## src/rtl/operand_forward_stage_if.sv

```systemverilog
`default_nettype none
// ============================================================================
// Module   : operand_forward_stage_if
// Purpose  : ID, MEM, WB and EX signal bundle for the ID/EX operand stage.
// Revision : 1.0
// ============================================================================
interface operand_forward_stage_if #(
    parameter int XLEN = 32,
    parameter int REGW = 5
);
    logic            stall_in;
    logic            flush_in;
    logic            id_valid;
    logic [REGW-1:0] id_rs1;
    logic [REGW-1:0] id_rs2;
    logic            id_use_rs1;
    logic            id_use_rs2;
    logic [XLEN-1:0] id_rdata1;
    logic [XLEN-1:0] id_rdata2;
    logic [XLEN-1:0] id_pc;
    logic [XLEN-1:0] id_imm;
    logic            id_asel;
    logic            id_bsel;
    logic [REGW-1:0] id_rd;
    logic            id_we;
    logic            id_is_load;
    logic [REGW-1:0] mem_rd;
    logic            mem_we;
    logic            mem_is_load;
    logic [XLEN-1:0] mem_result;
    logic [REGW-1:0] wb_rd;
    logic            wb_we;
    logic [XLEN-1:0] wb_data;
    logic            ex_valid;
    logic [REGW-1:0] ex_rd;
    logic            ex_we;
    logic            ex_is_load;
    logic [XLEN-1:0] ex_opa;
    logic [XLEN-1:0] ex_opb;
    logic [XLEN-1:0] ex_store_data;
    logic [2:0]      fwd_sel_a;
    logic [2:0]      fwd_sel_b;
    logic            hazard_stall;

    modport master (
        output stall_in, flush_in, id_valid, id_rs1, id_rs2, id_use_rs1, id_use_rs2,
               id_rdata1, id_rdata2, id_pc, id_imm, id_asel, id_bsel, id_rd, id_we,
               id_is_load, mem_rd, mem_we, mem_is_load, mem_result, wb_rd, wb_we, wb_data,
        input  ex_valid, ex_rd, ex_we, ex_is_load, ex_opa, ex_opb, ex_store_data,
               fwd_sel_a, fwd_sel_b, hazard_stall
    );

    modport slave (
        input  stall_in, flush_in, id_valid, id_rs1, id_rs2, id_use_rs1, id_use_rs2,
               id_rdata1, id_rdata2, id_pc, id_imm, id_asel, id_bsel, id_rd, id_we,
               id_is_load, mem_rd, mem_we, mem_is_load, mem_result, wb_rd, wb_we, wb_data,
        output ex_valid, ex_rd, ex_we, ex_is_load, ex_opa, ex_opb, ex_store_data,
               fwd_sel_a, fwd_sel_b, hazard_stall
    );
endinterface
`default_nettype wire

```

## src/rtl/operand_forward_stage.sv

```systemverilog
`default_nettype none
// ============================================================================
// Module   : operand_forward_stage
// Purpose  : ID/EX operand register with MEM/WB/history forwarding and
//            load-use interlock.
// Revision : 1.0
// ============================================================================
module operand_forward_stage #(
    parameter int XLEN       = 32,
    parameter int REGW       = 5,
    parameter int HIST_DEPTH = 2
) (
    input  wire logic               clk,
    input  wire logic               rst,
    operand_forward_stage_if.slave  bus
);
    localparam logic [2:0] c_SEL_REG  = 3'd0;
    localparam logic [2:0] c_SEL_MEM  = 3'd1;
    localparam logic [2:0] c_SEL_WB   = 3'd2;
    localparam logic [2:0] c_SEL_HIST = 3'd3;

    logic            r_ex_valid;
    logic [REGW-1:0] r_rs1;
    logic [REGW-1:0] r_rs2;
    logic [XLEN-1:0] r_rdata1;
    logic [XLEN-1:0] r_rdata2;
    logic [XLEN-1:0] r_pc;
    logic [XLEN-1:0] r_imm;
    logic            r_asel;
    logic            r_bsel;
    logic [REGW-1:0] r_rd;
    logic            r_we;
    logic            r_is_load;

    logic            r_hist_valid [HIST_DEPTH];
    logic [REGW-1:0] r_hist_rd    [HIST_DEPTH];
    logic [XLEN-1:0] r_hist_data  [HIST_DEPTH];

    logic            w_hazard;
    logic [XLEN+2:0] w_res_a;
    logic [XLEN+2:0] w_res_b;

    assign w_hazard = bus.id_valid && r_ex_valid && r_is_load && (r_rd != '0) &&
                      ((bus.id_use_rs1 && (bus.id_rs1 == r_rd)) ||
                       (bus.id_use_rs2 && (bus.id_rs2 == r_rd)));

    always_ff @(posedge clk or posedge rst) begin
        if (rst) begin
            r_ex_valid <= 1'b0;
            r_rs1      <= '0;
            r_rs2      <= '0;
            r_rdata1   <= '0;
            r_rdata2   <= '0;
            r_pc       <= '0;
            r_imm      <= '0;
            r_asel     <= 1'b0;
            r_bsel     <= 1'b0;
            r_rd       <= '0;
            r_we       <= 1'b0;
            r_is_load  <= 1'b0;
        end else if (bus.flush_in) begin
            r_ex_valid <= 1'b0;
            r_we       <= 1'b0;
        end else if (!bus.stall_in) begin
            if (w_hazard) begin
                r_ex_valid <= 1'b0;
                r_we       <= 1'b0;
            end else begin
                r_ex_valid <= bus.id_valid;
                r_rs1      <= bus.id_rs1;
                r_rs2      <= bus.id_rs2;
                r_rdata1   <= bus.id_rdata1;
                r_rdata2   <= bus.id_rdata2;
                r_pc       <= bus.id_pc;
                r_imm      <= bus.id_imm;
                r_asel     <= bus.id_asel;
                r_bsel     <= bus.id_bsel;
                r_rd       <= bus.id_rd;
                r_we       <= bus.id_we;
                r_is_load  <= bus.id_is_load;
            end
        end
    end

    // Retired writes stay visible so an operand frozen in ID/EX across a stall
    // still sees writes that retired while it was held.
    always_ff @(posedge clk or posedge rst) begin
        if (rst) begin
            for (int k = 0; k < HIST_DEPTH; k++) begin
                r_hist_valid[k] <= 1'b0;
                r_hist_rd[k]    <= '0;
                r_hist_data[k]  <= '0;
            end
        end else if (!bus.stall_in && bus.wb_we && (bus.wb_rd != '0)) begin
            r_hist_valid[0] <= 1'b1;
            r_hist_rd[0]    <= bus.wb_rd;
            r_hist_data[0]  <= bus.wb_data;
            for (int k = 1; k < HIST_DEPTH; k++) begin
                r_hist_valid[k] <= r_hist_valid[k-1];
                r_hist_rd[k]    <= r_hist_rd[k-1];
                r_hist_data[k]  <= r_hist_data[k-1];
            end
        end
    end

    // Returns {sel, data}; candidates are applied oldest-first so the newest wins.
    function automatic logic [XLEN+2:0] resolve(input logic [REGW-1:0] rs,
                                                input logic [XLEN-1:0] captured);
        logic [2:0]      sel;
        logic [XLEN-1:0] data;
        sel  = c_SEL_REG;
        data = captured;
        for (int k = HIST_DEPTH - 1; k >= 0; k--) begin
            if (r_hist_valid[k] && (r_hist_rd[k] == rs)) begin
                sel  = c_SEL_HIST + 3'(k);
                data = r_hist_data[k];
            end
        end
        if (bus.wb_we && (bus.wb_rd == rs)) begin
            sel  = c_SEL_WB;
            data = bus.wb_data;
        end
        if (bus.mem_we && !bus.mem_is_load && (bus.mem_rd == rs)) begin
            sel  = c_SEL_MEM;
            data = bus.mem_result;
        end
        if (rs == '0) begin
            sel  = c_SEL_REG;
            data = captured;
        end
        return {sel, data};
    endfunction

    always_comb begin
        w_res_a = resolve(r_rs1, r_rdata1);
        w_res_b = resolve(r_rs2, r_rdata2);
    end

    assign bus.ex_valid      = r_ex_valid;
    assign bus.ex_rd         = r_rd;
    assign bus.ex_we         = r_we;
    assign bus.ex_is_load    = r_is_load;
    assign bus.ex_opa        = r_asel ? r_pc  : w_res_a[XLEN-1:0];
    assign bus.ex_opb        = r_bsel ? r_imm : w_res_b[XLEN-1:0];
    assign bus.ex_store_data = w_res_b[XLEN-1:0];
    assign bus.fwd_sel_a     = w_res_a[XLEN+2:XLEN];
    assign bus.fwd_sel_b     = w_res_b[XLEN+2:XLEN];
    assign bus.hazard_stall  = w_hazard;

endmodule
`default_nettype wire

```

## src/flat_wrapper.sv

```systemverilog
// flat-port wrapper written by rule: the top's interface ports become plain ports
module operand_forward_stage_flat 
#(
    parameter int XLEN       = 32,
    parameter int REGW       = 5,
    parameter int HIST_DEPTH = 2
)
  (clk, rst, bus_stall_in, bus_flush_in, bus_id_valid, bus_id_rs1, bus_id_rs2, bus_id_use_rs1, bus_id_use_rs2, bus_id_rdata1, bus_id_rdata2, bus_id_pc, bus_id_imm, bus_id_asel, bus_id_bsel, bus_id_rd, bus_id_we, bus_id_is_load, bus_mem_rd, bus_mem_we, bus_mem_is_load, bus_mem_result, bus_wb_rd, bus_wb_we, bus_wb_data, bus_ex_valid, bus_ex_rd, bus_ex_we, bus_ex_is_load, bus_ex_opa, bus_ex_opb, bus_ex_store_data, bus_fwd_sel_a, bus_fwd_sel_b, bus_hazard_stall);
  operand_forward_stage_if #(.XLEN(XLEN), .REGW(REGW)) bus_i ();
  input  wire logic clk;
  input  wire logic rst;
  input wire logic [$bits(bus_i.stall_in)-1:0] bus_stall_in;
  input wire logic [$bits(bus_i.flush_in)-1:0] bus_flush_in;
  input wire logic [$bits(bus_i.id_valid)-1:0] bus_id_valid;
  input wire logic [$bits(bus_i.id_rs1)-1:0] bus_id_rs1;
  input wire logic [$bits(bus_i.id_rs2)-1:0] bus_id_rs2;
  input wire logic [$bits(bus_i.id_use_rs1)-1:0] bus_id_use_rs1;
  input wire logic [$bits(bus_i.id_use_rs2)-1:0] bus_id_use_rs2;
  input wire logic [$bits(bus_i.id_rdata1)-1:0] bus_id_rdata1;
  input wire logic [$bits(bus_i.id_rdata2)-1:0] bus_id_rdata2;
  input wire logic [$bits(bus_i.id_pc)-1:0] bus_id_pc;
  input wire logic [$bits(bus_i.id_imm)-1:0] bus_id_imm;
  input wire logic [$bits(bus_i.id_asel)-1:0] bus_id_asel;
  input wire logic [$bits(bus_i.id_bsel)-1:0] bus_id_bsel;
  input wire logic [$bits(bus_i.id_rd)-1:0] bus_id_rd;
  input wire logic [$bits(bus_i.id_we)-1:0] bus_id_we;
  input wire logic [$bits(bus_i.id_is_load)-1:0] bus_id_is_load;
  input wire logic [$bits(bus_i.mem_rd)-1:0] bus_mem_rd;
  input wire logic [$bits(bus_i.mem_we)-1:0] bus_mem_we;
  input wire logic [$bits(bus_i.mem_is_load)-1:0] bus_mem_is_load;
  input wire logic [$bits(bus_i.mem_result)-1:0] bus_mem_result;
  input wire logic [$bits(bus_i.wb_rd)-1:0] bus_wb_rd;
  input wire logic [$bits(bus_i.wb_we)-1:0] bus_wb_we;
  input wire logic [$bits(bus_i.wb_data)-1:0] bus_wb_data;
  output wire logic [$bits(bus_i.ex_valid)-1:0] bus_ex_valid;
  output wire logic [$bits(bus_i.ex_rd)-1:0] bus_ex_rd;
  output wire logic [$bits(bus_i.ex_we)-1:0] bus_ex_we;
  output wire logic [$bits(bus_i.ex_is_load)-1:0] bus_ex_is_load;
  output wire logic [$bits(bus_i.ex_opa)-1:0] bus_ex_opa;
  output wire logic [$bits(bus_i.ex_opb)-1:0] bus_ex_opb;
  output wire logic [$bits(bus_i.ex_store_data)-1:0] bus_ex_store_data;
  output wire logic [$bits(bus_i.fwd_sel_a)-1:0] bus_fwd_sel_a;
  output wire logic [$bits(bus_i.fwd_sel_b)-1:0] bus_fwd_sel_b;
  output wire logic [$bits(bus_i.hazard_stall)-1:0] bus_hazard_stall;
  assign bus_i.stall_in = bus_stall_in;
  assign bus_i.flush_in = bus_flush_in;
  assign bus_i.id_valid = bus_id_valid;
  assign bus_i.id_rs1 = bus_id_rs1;
  assign bus_i.id_rs2 = bus_id_rs2;
  assign bus_i.id_use_rs1 = bus_id_use_rs1;
  assign bus_i.id_use_rs2 = bus_id_use_rs2;
  assign bus_i.id_rdata1 = bus_id_rdata1;
  assign bus_i.id_rdata2 = bus_id_rdata2;
  assign bus_i.id_pc = bus_id_pc;
  assign bus_i.id_imm = bus_id_imm;
  assign bus_i.id_asel = bus_id_asel;
  assign bus_i.id_bsel = bus_id_bsel;
  assign bus_i.id_rd = bus_id_rd;
  assign bus_i.id_we = bus_id_we;
  assign bus_i.id_is_load = bus_id_is_load;
  assign bus_i.mem_rd = bus_mem_rd;
  assign bus_i.mem_we = bus_mem_we;
  assign bus_i.mem_is_load = bus_mem_is_load;
  assign bus_i.mem_result = bus_mem_result;
  assign bus_i.wb_rd = bus_wb_rd;
  assign bus_i.wb_we = bus_wb_we;
  assign bus_i.wb_data = bus_wb_data;
  assign bus_ex_valid = bus_i.ex_valid;
  assign bus_ex_rd = bus_i.ex_rd;
  assign bus_ex_we = bus_i.ex_we;
  assign bus_ex_is_load = bus_i.ex_is_load;
  assign bus_ex_opa = bus_i.ex_opa;
  assign bus_ex_opb = bus_i.ex_opb;
  assign bus_ex_store_data = bus_i.ex_store_data;
  assign bus_fwd_sel_a = bus_i.fwd_sel_a;
  assign bus_fwd_sel_b = bus_i.fwd_sel_b;
  assign bus_hazard_stall = bus_i.hazard_stall;
  operand_forward_stage #(.XLEN(XLEN), .REGW(REGW), .HIST_DEPTH(HIST_DEPTH)) u_core (.clk(clk), .rst(rst), .bus(bus_i));
endmodule
```

## config.mk

```make
export PLATFORM = sky130hd
export DESIGN_NAME = operand_forward_stage_flat
export DESIGN_NICKNAME = d
export VERILOG_FILES = /design/src/rtl/operand_forward_stage_if.sv /design/src/rtl/operand_forward_stage.sv /design/src/flat_wrapper.sv
export SDC_FILE = /design/constraint.sdc
export NUM_CORES = 1
export LEC_CHECK = 0
export ABC_AREA = 1
export CAP_MARGIN = 10
export CELL_PAD_IN_SITES_DETAIL_PLACEMENT = 1
export CELL_PAD_IN_SITES_GLOBAL_PLACEMENT = 2
export CORE_ASPECT_RATIO = 1.4
export CORE_UTILIZATION = 27
export CTS_BUF_LIST = sky130_fd_sc_hd__clkbuf_4 sky130_fd_sc_hd__clkbuf_8
export DETAILED_ROUTE_END_ITERATION = 16
export HOLD_SLACK_MARGIN = 0.12
export PLACE_DENSITY_LB_ADDON = 0.1
export SYNTH_ARGS = -nofsm -noshare
export SYNTH_HDL_FRONTEND = slang
export SYNTH_SLANG_ARGS = --single-unit
```

## constraint.sdc

```tcl
create_clock -name clk -period 10.6 [get_ports clk]
set_input_delay 2.12 -clock clk [delete_from_list [all_inputs] [get_ports clk]]
set_output_delay 2.12 -clock clk [all_outputs]
set_load 0.02 [all_outputs]
```

Word-level counts from Yosys, hierarchy flattened
Cells that the tools add are included.
Cells by class
  equal/unequal tests: 11
  multiplexer cells: 28
  bitwise gates (word level): 3
  reduce and logical (&&, ||, !) cells: 25
Operators with widths (count)
  $mux 32: 12
  $eq 5x5->1: 10
  $mux 3: 10
  $logic_and 1x1->1: 17
  $logic_not 5->1: 2
  $reduce_bool 5->1: 2
  $mux 1: 6
  $not 1->1: 3
  $reduce_and 3->1: 1
  $logic_not 1->1: 2
  $ne 2x1->1 const B: 1
  $logic_or 1x1->1: 1
Word-level totals
  register bits after elaboration: 224
  input port bits: 231
  output and inout port bits: 111
  logic and storage cells: 85

Logic depth before layout (Yosys ltp)
Gate-level depths: netlist (run 1).
  depth after elaboration: 8
  gate-level depth with buffers: 15
  gate-level depth less buffers: 14

Worst setup path before layout (run 1)
OpenSTA, ideal clock, no wires.
  kind: input-to-output
  start point: in bus_mem_rd[4]
  end point: out bus_fwd_sel_b[2]
  arrival time: 3478 ps
  data required time: 8480 ps
  setup slack: 5002 ps
  stages on the path: 8
  cell sequence: inv_1 o21ai_0 nor2_1 nand3_1 buf_2 buf_2 inv_1 nor4_1
Between the ends
  longest elaborated chain between the ends: 4
RTL lines
  start: declaration: RTL line flat_wrapper.sv:28  | input wire logic [$bits(bus_i.mem_rd)-1:0] bus_mem_rd;
  $eq 5x5->1: RTL line operand_forward_stage.sv:123  | if (bus.mem_we && !bus.mem_is_load && (bus.mem_rd == rs)) begin
  $logic_and 1x1->1: RTL line operand_forward_stage.sv:123
  $mux 3: RTL line operand_forward_stage.sv:123
  $mux 3: RTL line operand_forward_stage.sv:127  | if (rs == '0) begin
  end: declaration: RTL line flat_wrapper.sv:43  | output wire logic [$bits(bus_i.fwd_sel_b)-1:0] bus_fwd_sel_b;
Every way passes these cells.

Final worst setup path (run 1)
  start point: in bus_wb_rd[4]
  end point: out bus_ex_opa[14]
Between the ends
  longest elaborated chain between the ends: 6
RTL lines
  start: declaration: RTL line flat_wrapper.sv:32  | input wire logic [$bits(bus_i.wb_rd)-1:0] bus_wb_rd;
  $eq 5x5->1: RTL line operand_forward_stage.sv:119  | if (bus.wb_we && (bus.wb_rd == rs)) begin
  $logic_and 1x1->1: RTL line operand_forward_stage.sv:119
  $mux 32: RTL line operand_forward_stage.sv:119
  $mux 32: RTL line operand_forward_stage.sv:123
  $mux 32: RTL line operand_forward_stage.sv:127
  $mux 32: RTL line operand_forward_stage.sv:143  | assign bus.ex_opa = r_asel ? r_pc : w_res_a[XLEN-1:0];
  end: declaration: RTL line flat_wrapper.sv:39  | output wire logic [$bits(bus_i.ex_opa)-1:0] bus_ex_opa;
Every way passes these cells.

==> metrics.cfg, run 1 <==
[synth]
synth_area_leader_cell = dfrtp_1
syn_avg_cell_area_um2 = 6.26
syn_inst = 2285
netlist_area_mm2 = 0.0143
syn-num-nets = 2516
synthFlopType = dfrtp_1
synth_compound_area_share_pct = 6.97
synthTopCellsByArea = dfrtp_1 39%, nand2_1 22%, nand3_1 11%, nor2_1 8.5%, inv_1 5.2%
synth_seq_cells = 224
yosys.cell_count.top_type = nand2_1
muxShareOfSynthArea_pct = 0
synth_top_cell_area_share_pct = 39.2
ys_async_sr_fraction_pct = 100
yosys-top-cells-count = 838 x nand2_1, 324 x nand3_1, 324 x nor2_1
synth_edf_count = 0
synthAdderAreaFrac_pct = 0
synth_top_family_by_area = simple AND/OR/NAND/NOR gates
yosysWarnings = 0
seq_area_frac_synth_pct = 39.2
synth.distinct_cells = 33
synth_xor_area_share_pct = 0.429
yosys.area_share.simple_pct = 42.8

[floorplan]
die_area_mm2 = 0.0539
fp-row-count = 99
dieHeight_um = 274
dieWidth_um = 196
pin_count = 342
coreArea_mm2 = 0.0521
start_util_pct = 27.4

[sta]
fin_crit_sh_pct = 73.3
fin_ws_ps = 2830
tightest_slew_ps = 1100
clock_skew_ps = 25.1
final_hold_viol_count = 0
timing.fmax_ghz = 0.129
rsz0062_at_grt = false
min_period_ps = 7770
setup_viol = 0
slew_headroom_pct = 26.1
tns_ps = 0
drv_slew = 0

[global_routing]
gr-total-overflow = 0
track_usage_pct = 24.6
antenna_found_initial = 15
grt_pass1_wl_um = 101000
grt_max_degree = 123
grt_pass1_vias = 16700

[flow_run]
maxCapViolations = 0

[clocking]
postCtsSetupRepairBufs = 0
cts_htree_levels = 2
cts_tree = built
postCtsResizedCells = 0
cts_buffers = 44
cts.clk_slew.worst_paths_ps = 60
clk_path_buf_depth = 3
cts.sink_count = 224
cts-root-buf = clkbuf_8
ctsHoldBuffers = 0
clkLatencyLatePin_ps = 610

[cells_and_area]
syn_to_final_growth_pct = 34.1
fillers = 6679
instances_no_fill = 3293
fin_nets = 2777
final-seq-area_mm2 = 0.00561
drive_above_1_share_pct = 5.20
multi_input_area_mm2 = 0.00728

[placed_design]
portBuffers = 341
hpwl_um = 42700
place.gp.congestion = 0.858
dp.cells = 3206
place_ws_ps = 2810

[critical_path]
cp.required_ps = 8480
critPathArrivalTime_ps = 5650
crit_fanout = 34
cp-end-kind = output port
rr_worst_depth = 9
worstSetupPathType = input port to output port
start_kind = input port

[detailed_routing]
wire_per_inst_um = 20.1
drt-initial-drc-count = 652
routed_via_density = 4.77
drtPass1Iterations = 5
drt_wl_total_um = 66300
route.detailed.drc = 0
drtAntennaViolNets = 0
dr_total_vias = 15700

[pwr]
total_power_mw = 3.30
p_leak_nw = 9.83
ir_worst_vdd_v = 0.0000950
powerDensity_mw_per_mm2 = 172

[run_status]
status = completed

[hold_path]
hp-class = flop to flop
whs_path_depth = 2

==> worst max-delay path: stages <==
cell and delay (ps):
clkdlybuf4s50_1 580, inv_1 100, nand2_1 80, a21oi_1 80, nand3b_1 100, buf_4 460
nand2_2 710, nor2_1 290, nor2_1 80, nand2_1 60, nand2_1 80, a21oi_1 200
clkdlybuf4s50_1 650
==> final timing paths <==
kind | start | to | slack, ps
max | bus_wb_rd[4] | bus_ex_opa[14] | 2830
min | u_core.r_pc[15] | u_core.r_pc[15] | 470
max reg2reg | u_core.bus.ex_rd[1] | u_core.r_pc[8] | 8120
min reg2reg | u_core.r_pc[15] | u_core.r_pc[15] | 470
max in group asynchronous | rst | u_core.r_hist_data[34] | 7270
min in group asynchronous | rst | u_core.r_imm[26] | 2080
==> registers in the layout, summed over array words and instances (netlist names) <==
register and cells:
u_core.r_asel 1, u_core.r_hist_rd 10, u_core.bus.ex_valid 1, u_core.r_rdata2 32
u_core.r_rdata1 32, u_core.bus.ex_we 1, u_core.r_hist_valid 2, u_core.r_imm 32
u_core.r_bsel 1, u_core.r_rs1 5, u_core.r_hist_data 64, u_core.bus.ex_rd 5
u_core.bus.ex_is_load 1, u_core.r_pc 32, u_core.r_rs2 5
==> area by class of cell <==
class                      count  share of cell area, %
multi-input combinational   1706                   38.0
timing repair buffer         363                   18.8
antenna                        8                  0.104
sequential                   224                   29.3
inverter                     207                   4.09
clock buffer                  72                   4.68
tap                          707                   4.62
clock inverter                 6                  0.418
==> metrics by stage <==
step                cell area [um^2]  utilization [%]  hold WS (ps)
floorplan                      14300                -           442
global placement               18100             34.8           453
detailed placement             18100             34.8           458
CTS                            19100             36.7           473
global route                   19200             36.7           492
finish                         19200             36.7           471
==> layout by cell type, fill, tap and decap left out, types with 2 or more instances in the layout <==
cell	n
clkbuf_8	57
nor2_1	321
inv_2	12
nor4_1	2
nand3_4	2
xor2_1	4
nand2_1	834
xnor2_1	3
dfrtp_1	222
a211oi_1	2
bufinv_16	2
dfrtp_2	2
nor3_4	2
a21oi_1	68
o22ai_1	5
buf_4	20
clkbuf_4	15
nor2_4	4
diode_2	8
nand2_2	4
nor3_1	7
o21ai_0	111
nand4_1	3
nor3_2	2
clkdlybuf4s50_1	341
clkinv_2	4
nand3_1	322
inv_1	194
==> logic make-up (layout without fill, tap and decap cells) <==
kind of cell              Yosys count  count (layout)
and+or+nand+nor                  1507            1507
buffers and inverters             355             648
DFF                               224             224
AOI/OAI and AO/OA                 192             192
xor gates and xnor gates            7               7
other                               0               8
==> routing by layer <==
layer	routed length, um	part of all wire, %	vias up	GRT usage, %
met5	98	0.15	-	0
met4	1720	2.6	14	7.46
met3	3220	4.9	104	5.03
met2	33800	51	337	44.8
met1	27500	41	7607	28.8
li1	-	-	7636	-
==> where the power goes <==
group          switching, mW  internal [mW]  total, mW
sequential            0.0964          0.969       1.07
clock                  0.424          0.581       1.00
combinational          0.755          0.472       1.23
total                   1.28           2.02       3.30
No activity file was read; power rests on OpenSTA's default activity.
==> run 2: changes to the inputs <==
CORE_UTILIZATION = 24   (was 27)
clock period = 6.9 ns   (was 10.6 ns; I/O delays follow)
==> metrics.cfg, run 2 (synthesis gave the netlist of run 1 again) <==
[run_status]
status = completed

[clocking]
ctsHoldBuffers = 0  ; unchanged
cts_tree = built
clk_path_buf_depth = 3  ; unchanged
cts_htree_levels = 2  ; unchanged
postCtsResizedCells = 0  ; unchanged
clkLatencyLatePin_ps = 620  ; about the same
postCtsSetupRepairBufs = 0  ; unchanged
cts.sink_count = 224  ; unchanged
cts_buffers = 45  ; +2.3%
cts.clk_slew.worst_paths_ps = 50  ; about the same
cts-root-buf = clkbuf_8

[sta]
final_hold_viol_count = 0  ; unchanged
fin_ws_ps = 834  ; -2000 ps
min_period_ps = 6070
timing.fmax_ghz = 0.165
fin_crit_sh_pct = 87.9
clock_skew_ps = 36.9  ; +11.8 ps
drv_slew = 0  ; unchanged
tightest_slew_ps = 1140  ; +34.9 ps
setup_viol = 0  ; unchanged
tns_ps = 0  ; unchanged
rsz0062_at_grt = false
slew_headroom_pct = 23.8  ; -2.3 points
hold_ws_ps = 472  ; +1.23 ps

[global_routing]
use_met1_pct = 28.1  ; -0.72 points
busiest_layer = met2
grt_pass1_vias = 16400  ; -1.5%
grt_max_degree = 117  ; -4.9%
grt_pass1_wl_um = 106000  ; +4.4%
use_met3_pct = 3.81  ; -1.2 points
gr-total-overflow = 0  ; unchanged
use_met2_pct = 40.7  ; -4.1 points
antenna_found_initial = 16  ; +1
track_usage_pct = 23.0  ; -1.6 points

[hold_path]
hp-class = flop to flop
min_from = u_core.r_imm[18]

[detailed_routing]
drt-initial-drc-count = 781  ; +20%
dr_total_vias = 15600  ; -0.43%
drtPass1Iterations = 5  ; unchanged
route.detailed.drc = 0  ; unchanged
drt_wl_total_um = 69900  ; +5.5%
drtAntennaViolNets = 0  ; unchanged
wire_per_inst_um = 20.9  ; +3.8%
routed_via_density = 4.67  ; -2.0%

[cells_and_area]
largest_reg_flops = 64  ; unchanged
regMostFlops = u_core.r_hist_data
layout_commonest_cell = nand2_1
fin_nets = 2788  ; +0.40%
drive_above_1_share_pct = 5.53  ; +0.33 points
instances_no_fill = 3345  ; +1.6%
final_cell_mix = 834 x nand2_1, 341 x clkdlybuf4s50_1, 322 x nand3_1
syn_to_final_growth_pct = 34.6
final_util_pct = 32.8  ; -4.0 points

[critical_path]
slowest_stage = nor4_1
worstSetupPathType = flop to output port
crit_fanout = 33  ; -2.9%
critPathArrivalTime_ps = 4690  ; -960 ps
start_kind = flop
timing.rr.start = u_core.bus.ex_rd[1]
cp-end-kind = output port
critical_path.max_stage_delay_ps = 820  ; +110 ps
timing.critical_path.cells = inv_1 -> o21ai_0 -> nor3_4 -> buf_4 -> nand2_2 -> nor4_1 -> clkdlybuf4s50_1
cp.required_ps = 5520  ; -2960 ps
crit_start = u_core.r_rs1[3]

[floorplan]
dieHeight_um = 291  ; +6.0%
start_util_pct = 24.3  ; -3.1 points
pin_count = 342  ; unchanged
die_area_mm2 = 0.0606  ; +12%
fp-row-count = 105  ; +6.1%
coreArea_mm2 = 0.0587  ; +13%
dieWidth_um = 208  ; +6.0%

[placed_design]
portBuffers = 341  ; unchanged
dp.cells = 3259  ; +1.7%
place_ws_ps = 946  ; -1860 ps
hpwl_um = 46700  ; +9.3%
place.gp.congestion = 0.803  ; -6.4%

[pwr]
ir_worst_vdd_v = 0.000114  ; +21%
p_leak_nw = 9.85  ; +0.13%
powerDensity_mw_per_mm2 = 261  ; +52%

[flow_run]
maxCapViolations = 0  ; unchanged

-- run 2: changes by cell type in the layout (fill, tap and decap cells not counted), sizes merged --
| cell | change |
|---|---|
| buf | +10 |
| bufinv | -2 |
| clkinvlp | +2 |
| clkbuf | +1 |
| clkinv | -1 |
| diode | +1 |
| inv | -1 |
-- run 2: power by group --
group	internal (mW)	total, mW	switching [mW]
logic	0.731	1.93	1.20
clock network	0.826	1.47	0.648
registers	1.49	1.63	0.139
-- run 2: final timing paths --
kind | end | slack, ps | cells after the start
worst max-delay path | bus_fwd_sel_a[2] | 830 | 7
worst min-delay path | u_core.r_imm[18] | 470 | 2
worst max register to register | u_core.r_rdata1[30] | 3620 | 10
worst min register to register | u_core.r_imm[18] | 470 | 2
max in group asynchronous | u_core.r_pc[21] | 4710 | 3
min in group asynchronous | u_core.r_pc[8] | 1080 | 2
-- run 2: layout make-up --
type                    count  area [um^2]
multi-input cells        1706         7280
well taps                 749          937
clock inverters             4         22.5
flip-flops and latches    224         5610
repair buffers            373         3680
fillers                  7485        39500
clock buffers              73          911
inverters                 207          781
diodes                      9         22.5
-- run 2: critical path: cells and delay by family, from the launching register on --
family	cells	cell delay, ps
AND/OR/NAND/NOR	3	1810
flip-flops	1	480
buffers and inverters	3	1560
AO/OA/AOI/OAI	1	200
-- run 2: per-layer routing --
layer	part of all wire [%]	up-vias	routed length, um
met5	0.12	-	85
met4	2.7	12	1860
met3	4.2	111	2910
met2	50	334	35300
met1	43	7504	29800
li1	-	7669	-
-- run 2: metrics by stage --
| step | power [mW] | cell area, um^2 |
|---|---|---|
| final | 5.03 | 19200 |
| after global routing | 5.36 | 19200 |
| after CTS | 5.14 | 19200 |
| after detailed placement | 3.60 | 18300 |
| after global placement | 3.59 | 18300 |
| after floorplan | 2.66 | 14300 |
==> RTL edit (config.mk and constraints of run 1) <==
`XLEN` is set to 32 in 3 places; all go to 28.
--- a/src/rtl/operand_forward_stage_if.sv
+++ b/src/rtl/operand_forward_stage_if.sv
@@ -5,7 +5,7 @@
 // Revision : 1.0
 // ============================================================================
 interface operand_forward_stage_if #(
-    parameter int XLEN = 32,
+    parameter int XLEN = 28,
     parameter int REGW = 5
 );
     logic            stall_in;
--- a/src/rtl/operand_forward_stage.sv
+++ b/src/rtl/operand_forward_stage.sv
@@ -6,7 +6,7 @@
 // Revision : 1.0
 // ============================================================================
 module operand_forward_stage #(
-    parameter int XLEN       = 32,
+    parameter int XLEN       = 28,
     parameter int REGW       = 5,
     parameter int HIST_DEPTH = 2
 ) (
--- a/src/flat_wrapper.sv
+++ b/src/flat_wrapper.sv
@@ -1,7 +1,7 @@
 // flat-port wrapper written by rule: the top's interface ports become plain ports
 module operand_forward_stage_flat 
 #(
-    parameter int XLEN       = 32,
+    parameter int XLEN       = 28,
     parameter int REGW       = 5,
     parameter int HIST_DEPTH = 2
 )
Ports: changed (9 resized); port bits go from 342 to 306. No check against the original RTL was run, so the function may have changed too.
==> RTL edit against run 1 <==
- die area is 11% lower
- total power down 21%
- area after synthesis decreased by 11%
- core utilization down 0.85 points
- cell area shrank 13%
- first-iteration DRC count up 13%
- sequential cell count is 24 lower
- global-route usage grew 0.36 points
- cell count decreased by 12%
- setup slack worse by 0.014 ns
- clock power decreased by 47%
- register-to-register slack got worse by 0.89 ns
- routed wire length decreased by 11%
- highest routed layer unchanged
==> RTL edit: results (changes against run 1) <==
* 2700 um — met3 WL, -16%
* 200 — Clock Sinks, -11%
* 14,400 — via count of the first global-routing pass, -14%
* 0.00855 uW — static leakage, -13%
* u_core.r_imm[11] — Hold Crit Start
* 1,528 — layout multi-input combinational cell count, -10%
* 0.336 — grt met1 use, +0.0482
* 0.00548 — xor/xnor cell area share of the yosys netlist, +0.00119
* 6 — number of antenna violations at the first check in global routing, -9
* 40,600 um — Final HPWL DP, -4.8%
* 17 — number of buffers added by the clock tree synthesis step, -61%
* 0.250 — total global routing track utilization, +0.00363
* 0.79 ns — highest cell delay on the worst timing path, +0.08 ns
* 0.194 — non-clock buffering overhead in the final layout, +0.00513
* 0.0370 — proportion of layout cells with a drive suffix above 1, -0.0150
* 0.408 — routing usage on met2, -0.0398
* 0.0432 — GRT met3 Usage, -0.00710
* 5.66 ns — arrival time reported for the critical path endpoint, about the same
* 58,900 um — total wirelength of the detailed-routed design, -11%
* 4 — H-tree Lvls, +2
* 0.0228 — Clock-cell share, -0.0282
* 2,467 — number of nets in the final layout, -11%
* 1090 uW — switching power total, -15%
* 27,300 um — routed length on met1, -0.60%
* 0.394 — fraction of standard cell area in multi-input logic, +0.0138
* 305 — quantity of I/O buffers inserted on ports, -11%
* 100 — pin count of the biggest net entering global routing, -19%
* completed — outcome
* 16,200 sq um — placed cell area, -10%
* 0.392 — portion of the post-synthesis area used by sequential elements, -0.000426
* nand2_1 (750), nand3_1 (291), nor2_1 (282) — top cells by count, synth
* bus_mem_rd[1] — startpoint of the most critical setup path
* 2 — maximum buffer depth of the clock tree, -1
* 0.0686 — complex-gate fraction of the synthesized area, -0.00103
* 4 — number of iterations in the first detailed-routing pass, -1
* 5000 sq um — FF+latch area, -11%
* 1 — number of inserted diodes, -7
* 2,043 — number of instances in the synthesized netlist, -11%
* 27,800 um — routed wl met2, -18%
* 327 — number of signal-net buffers in the layout, -9.9%
==> RTL edit: changes by cell type after synthesis, sizes merged, moves of 2 or more <==
cell,change
inv,-22
buf,-11
a21oi,-7
clkbuf,-8
nand2,-88
dfrtp,-24
o21ai,-14
nor2,-33
nor3,-2
o22ai,+2
nand3,-33
==> RTL edit: final timing paths <==
kind | end | slack, ns
min reg2reg | u_core.r_imm[11] | 0.48
max | bus_ex_opa[5] | 2.82
max in group asynchronous | u_core.r_rdata2[18] | 7.12
min | u_core.r_imm[11] | 0.48
max reg2reg | u_core.r_pc[7] | 7.23
min in group asynchronous | u_core.r_imm[24] | 2.12
==> RTL edit: per-stage QoR <==
stage	hold WS (ns)	power (uW)	util	setup WS, ns
3_3_place_gp	0.454	2080	0.351	2.79
4_1_cts	0.485	2640	0.359	2.80
6_report	0.479	2600	0.359	2.82
5_1_grt	0.499	2760	0.359	2.55
3_5_place_dp	0.459	2100	0.351	2.81
2_1_floorplan	0.442	1550	-	3.03
